## src/rtl/memory_pkg.sv

```systemverilog
// Shared definitions for the memory group: default geometry, a ceil-log2
// helper and the width rule for occupancy counters.
package memory_pkg;

    localparam int DEFAULT_WIDTH = 8;
    localparam int DEFAULT_DEPTH = 4;

    // Ceiling log2, evaluated at elaboration time for pointer widths.
    function automatic int clog2(input int value);
        int result;
        int v;
        result = 0;
        v = value - 1;
        while (v > 0) begin
            result = result + 1;
            v = v >> 1;
        end
        return result;
    endfunction

    // An occupancy counter must also represent the "completely full" value,
    // so it needs one bit more than a pointer.
    function automatic int count_width(input int addr_w);
        return addr_w + 1;
    endfunction

endpackage

```

## src/rtl/fifo_mem.sv

```systemverilog
// DEPTH x WIDTH register array with a synchronous write port, an
// asynchronous read port and a synchronous clear on reset.
module fifo_mem
    import memory_pkg::*;
#(
    parameter int WIDTH  = DEFAULT_WIDTH,
    parameter int DEPTH  = DEFAULT_DEPTH,
    parameter int ADDR_W = clog2(DEPTH)
) (
    input  logic              clock,
    input  logic              reset,
    input  logic              we,
    input  logic [ADDR_W-1:0] waddr,
    input  logic [WIDTH-1:0]  wdata,
    input  logic [ADDR_W-1:0] raddr,
    output logic [WIDTH-1:0]  rdata
);

    logic [WIDTH-1:0] mem [DEPTH];

    // Storage: cleared on reset so the read port shows zero after power-up.
    always_ff @(posedge clock) begin
        if (reset) begin
            for (int i = 0; i < DEPTH; i++) begin
                mem[i] <= '0;
            end
        end else if (we) begin
            mem[waddr] <= wdata;
        end
    end

    // Asynchronous read gives first-word fall-through at the FIFO level.
    assign rdata = mem[raddr];

endmodule

```

## src/rtl/latch_fifo.sv

```systemverilog
// Small first-word-fall-through FIFO placed after the latch stage.
//
// Handshake: a word moves on a rising edge only when enable is 1 and both
// sides agree in that cycle -- push when in_valid & in_ready, pop when
// out_valid & out_ready. in_ready and out_valid are decoded from registered
// occupancy only, so neither depends combinationally on in_valid or
// out_ready. A full FIFO refuses a push even if a pop happens in the same
// cycle; an empty FIFO never pops.
module latch_fifo
    import memory_pkg::*;
#(
    parameter int WIDTH = DEFAULT_WIDTH,
    parameter int DEPTH = DEFAULT_DEPTH,
    localparam int ADDR_W  = clog2(DEPTH),
    localparam int COUNT_W = count_width(ADDR_W)
) (
    input  logic               clock,
    input  logic               reset,
    input  logic               enable,
    input  logic               in_valid,
    input  logic [WIDTH-1:0]   in_data,
    output logic               in_ready,
    output logic               out_valid,
    output logic [WIDTH-1:0]   out_data,
    input  logic               out_ready,
    output logic [COUNT_W-1:0] count,
    output logic               full,
    output logic               empty,
    output logic               overflow
);

    logic [ADDR_W-1:0]  wr_ptr;
    logic [ADDR_W-1:0]  rd_ptr;
    logic [COUNT_W-1:0] count_q;
    logic               overflow_q;
    logic               push;
    logic               pop;

    // Status flags come straight from the registered count.
    assign full      = (count_q == COUNT_W'(DEPTH));
    assign empty     = (count_q == '0);
    assign in_ready  = !full;
    assign out_valid = !empty;
    assign count     = count_q;
    assign overflow  = overflow_q;

    assign push = enable & in_valid & in_ready;
    assign pop  = enable & out_valid & out_ready;

    // Pointers, occupancy and the sticky overflow flag.
    always_ff @(posedge clock) begin
        if (reset) begin
            wr_ptr     <= '0;
            rd_ptr     <= '0;
            count_q    <= '0;
            overflow_q <= 1'b0;
        end else begin
            // Pointers wrap naturally at ADDR_W bits since DEPTH is a power of two.
            if (push) begin
                wr_ptr <= wr_ptr + ADDR_W'(1);
            end
            if (pop) begin
                rd_ptr <= rd_ptr + ADDR_W'(1);
            end
            case ({push, pop})
                2'b10:   count_q <= count_q + COUNT_W'(1);
                2'b01:   count_q <= count_q - COUNT_W'(1);
                default: count_q <= count_q;
            endcase
            // Only an enabled attempt counts as a lost word.
            if (enable && in_valid && full) begin
                overflow_q <= 1'b1;
            end
        end
    end

    fifo_mem #(
        .WIDTH (WIDTH),
        .DEPTH (DEPTH),
        .ADDR_W(ADDR_W)
    ) u_mem (
        .clock(clock),
        .reset(reset),
        .we   (push),
        .waddr(wr_ptr),
        .wdata(in_data),
        .raddr(rd_ptr),
        .rdata(out_data)
    );

endmodule

```

## config.mk

```make
export PLATFORM = sky130hd
export DESIGN_NAME = latch_fifo
export DESIGN_NICKNAME = d
export VERILOG_FILES = /design/src/rtl/memory_pkg.sv /design/src/rtl/fifo_mem.sv /design/src/rtl/latch_fifo.sv
export SDC_FILE = /design/constraint.sdc
export NUM_CORES = 1
export LEC_CHECK = 0
export ABC_CLOCK_PERIOD_IN_PS = 6900
export CORE_ASPECT_RATIO = 0.75
export CORE_MARGIN = 3
export CORE_UTILIZATION = 40
export CTS_CLUSTER_SIZE = 20
export DETAILED_ROUTE_END_ITERATION = 10
export HOLD_SLACK_MARGIN = 0.1
export PLACE_DENSITY = 0.72
export REMOVE_ABC_BUFFERS = 1
export SLEW_MARGIN = 0
export SYNTH_ARGS = -nofsm -noshare
export SYNTH_HDL_FRONTEND = slang
export SYNTH_SLANG_ARGS = --single-unit
```

## constraint.sdc

```tcl
create_clock -name clock -period 6.9 [get_ports clock]
set_clock_uncertainty 0.05 [all_clocks]
set_input_delay 1.38 -clock clock [delete_from_list [all_inputs] [get_ports clock]]
set_output_delay 1.38 -clock clock [all_outputs]
set_load 0.005 [all_outputs]
```

==> run metrics <==
Worst slew margin 43.56%; Worst EP required 5.47 ns; DRC violations left 0; Reg power frac 52.5%; Avg Cell Area, Syn 13.98 um2; Pint 0.0004340 W; hold_buf cts 0; Clock Sinks 42; most frequent cell after synthesis edfxtp_1; setup TNS 0 ns; Seq/Total Area, Yosys 61.54%; Top-Level Pins 29; outcome completed; register area 1161 um2; initial core utilization around 44%; max-cap violation count 0; filler cell count roughly 380; fin crit share 50.15%; Sw Ratio 22.54%; critical path endpoint category output pin; fraction of registers with async set/reset 0%; Die Area 5586 um2; Initial DRC Count 87; YS warnings 0; Die W 85.31 um; critical path class reg2out; GRT overflow 0; DRT Pass-1 Iters 4; CORE AREA 4279 um2; DR vias/cell 5.423; first-pass GRT wire length 6.182 mm; Worst setup SP type register; die height 65.48 um; worst path arrival time 2.03 ns; Buf/Inv on CP 1; top post-synthesis cells by area edfxtp_1 (51%), dfxtp_1 (11%), mux4_2 (9.5%); clk buf depth 2; gp weighted congestion 0.7766; half-perimeter wire length after placement 2.540 mm; Post-DP Area 2190 um2; Final Instance Area around 2300 um2; CTS root buffer clkbuf_8; crit-path cells mux4_2 > clkdlybuf4s50_1; Top FF cell, synth edfxtp_1; fin nets between 150 and 200; Area Growth Syn to Fin 21.88%; Syn Std Cell Area 1887 um2; Antenna Nets Post-Route 0; fin. max-slew vios 0; combinational share of power 13.0%; share of layout cells above drive strength 1 12.12%; Total GRT Usage between 10% and 20%; via count around 1.2k; clk_lat worst skew 0.30 ns; Worst Tran Pin Value about 0.84 ns; HP Class reg2reg; Max Fanout on Critical Path 8; post-CTS setup buffers 0; WHS 0.4296 ns; Period minus WS final 3.460 ns; IO Port Bufs 28; number of buffers created by CTS 5; vias in the first global route 1246; Final Hold Fails 0; CP top delay family flip-flops; FF+latch count, synth 42; Clock transition at path regs around 0.08 ns; initial antenna violation count 0; cell count after synthesis 135; CP peak stage delay between 0.6 and 0.7 ns; largest net degree at the start of global routing 33; Leakage 0.9037 nW; wire per inst 17.37 um; Synth top area share between 50% and 60%; maximum clock frequency 289.0 MHz; multi-input logic area 651.9 um2; Post-CTS Resized 0; Worst VDD drop 0.1257 mV; Ant. Diodes 0; PwrDens ~240 nW/um2; CP max-delay cell dfxtp_1; depth of the CTS H-tree 2; row cnt 20; CTS tree yes; count of final setup violators 0; distinct cell type count after synthesis 28; total wire length ~3.8 mm; post-synth top area cell edfxtp_1; Psw 0.0001263 W; EDFF count, synth 32; RSZ-0062 raised after global routing false; clock power share 34.5%; Post-synth top cells edfxtp_1 (32), and3_1 (24), dfxtp_1 (10)
## worst register-to-register path: stages (launching register included)
cell	delay, ns
dfxtp_1	0.43
or3b_4	0.45
inv_6	0.10
nor2_1	0.09
inv_1	0.08
ha_1	0.18
inv_1	0.06
fa_1	0.37
xor2_1	0.16
or3_1	0.30
a21oi_1	0.14
## flip-flops by register name, indices dropped and copies added (netlist names), named ones only
signal and flops:
u_mem.mem 32, count 3, rd_ptr 2, wr_ptr 2
overflow 1
## routing by layer
metal	vias up	part of all wire, %	global-route usage (%)
met2	32	52	26.55
met3	7	6.5	4.010
met4	0	1.8	6.522
met5	-	0	0
met1	592	40	17.54
li1	562	-	-
## power groups by stage
| stage | sequential (W) | clock (W) | combinational [W] |
|---|---|---|---|
| 2_1_floorplan | 0.000297 | 0 | 0.0000336 |
| 3_3_place_gp | 0.000299 | 0 | 0.0000707 |
| 3_5_place_dp | 0.000300 | 0 | 0.0000726 |
| 4_1_cts | 0.000295 | 0.000196 | 0.0000734 |
| 5_1_grt | 0.000296 | 0.000207 | 0.0000789 |
| 6_report | 0.000294 | 0.000194 | 0.0000726 |
## layout by cell type (no fill, tap or decap), types with 2 or more instances in the layout
| cell | synthesis | routed |
|---|---|---|
| edfxtp_1 | 32 | 32 |
| clkdlybuf4s50_1 | 0 | 28 |
| and3_1 | 24 | 24 |
| dfxtp_1 | 10 | 10 |
| nor2_1 | 9 | 9 |
| and2_1 | 9 | 9 |
| mux4_2 | 8 | 8 |
| a21oi_1 | 6 | 6 |
| inv_1 | 5 | 5 |
| clkbuf_8 | 0 | 5 |
| or3_1 | 3 | 3 |
| o21ai_0 | 3 | 3 |
| nor2b_1 | 2 | 2 |
| nand3_1 | 2 | 2 |
| nand2b_1 | 2 | 2 |
| a21o_1 | 2 | 2 |
| a31o_2 | 2 | 2 |
| xor2_1 | 2 | 2 |
## final cells by class
class                           instances  area share [%]
Clock buffer                            6           3.156
Multi-Input combinational cell         81           28.35
Sequential cell                        42           50.49
Timing Repair Buffer                   28           12.19
Clock inverter                          2           1.632
Inverter                                6           1.197
Tap cell                               55           2.992
## path summary, 6_finish.rpt
check,startpoint,end,slack [ns],cells after the start
max,register,out_data[2],3.44,2
min,overflow,overflow,0.43,2
max reg2reg,count[2],count[2],4.42,10
min reg2reg,overflow,overflow,0.43,2
## cells by family (layout without fill, tap and decap cells)
group / after synthesis / in the layout / synth area share, %
and+or+nand+nor: 54 / 54 / 17.24
DFF: 42 / 42 / 61.54
AOI/OAI and AO/OA: 14 / 14 / 4.642
buffers and inverters: 12 / 42 / 3.912
muxes: 8 / 8 / 9.549
xor gates and xnor gates: 3 / 3 / 1.393
adders and majority gates: 2 / 2 / 1.724
## per-stage QoR
step | total power, W | std cells | setup WS, ns | utilization (%)
after CTS | 0.0005642 | 220 | 3.378 | 53.74
after floorplan | 0.0003310 | 129 | 3.989 | -
final | 0.0005603 | 220 | 3.440 | 53.74
after global placement | 0.0003697 | 212 | 3.415 | 51.17
after global routing | 0.0005821 | 220 | 3.320 | 53.74
after detailed placement | 0.0003729 | 212 | 3.323 | 51.17
No activity file was read; power rests on OpenSTA's default activity.
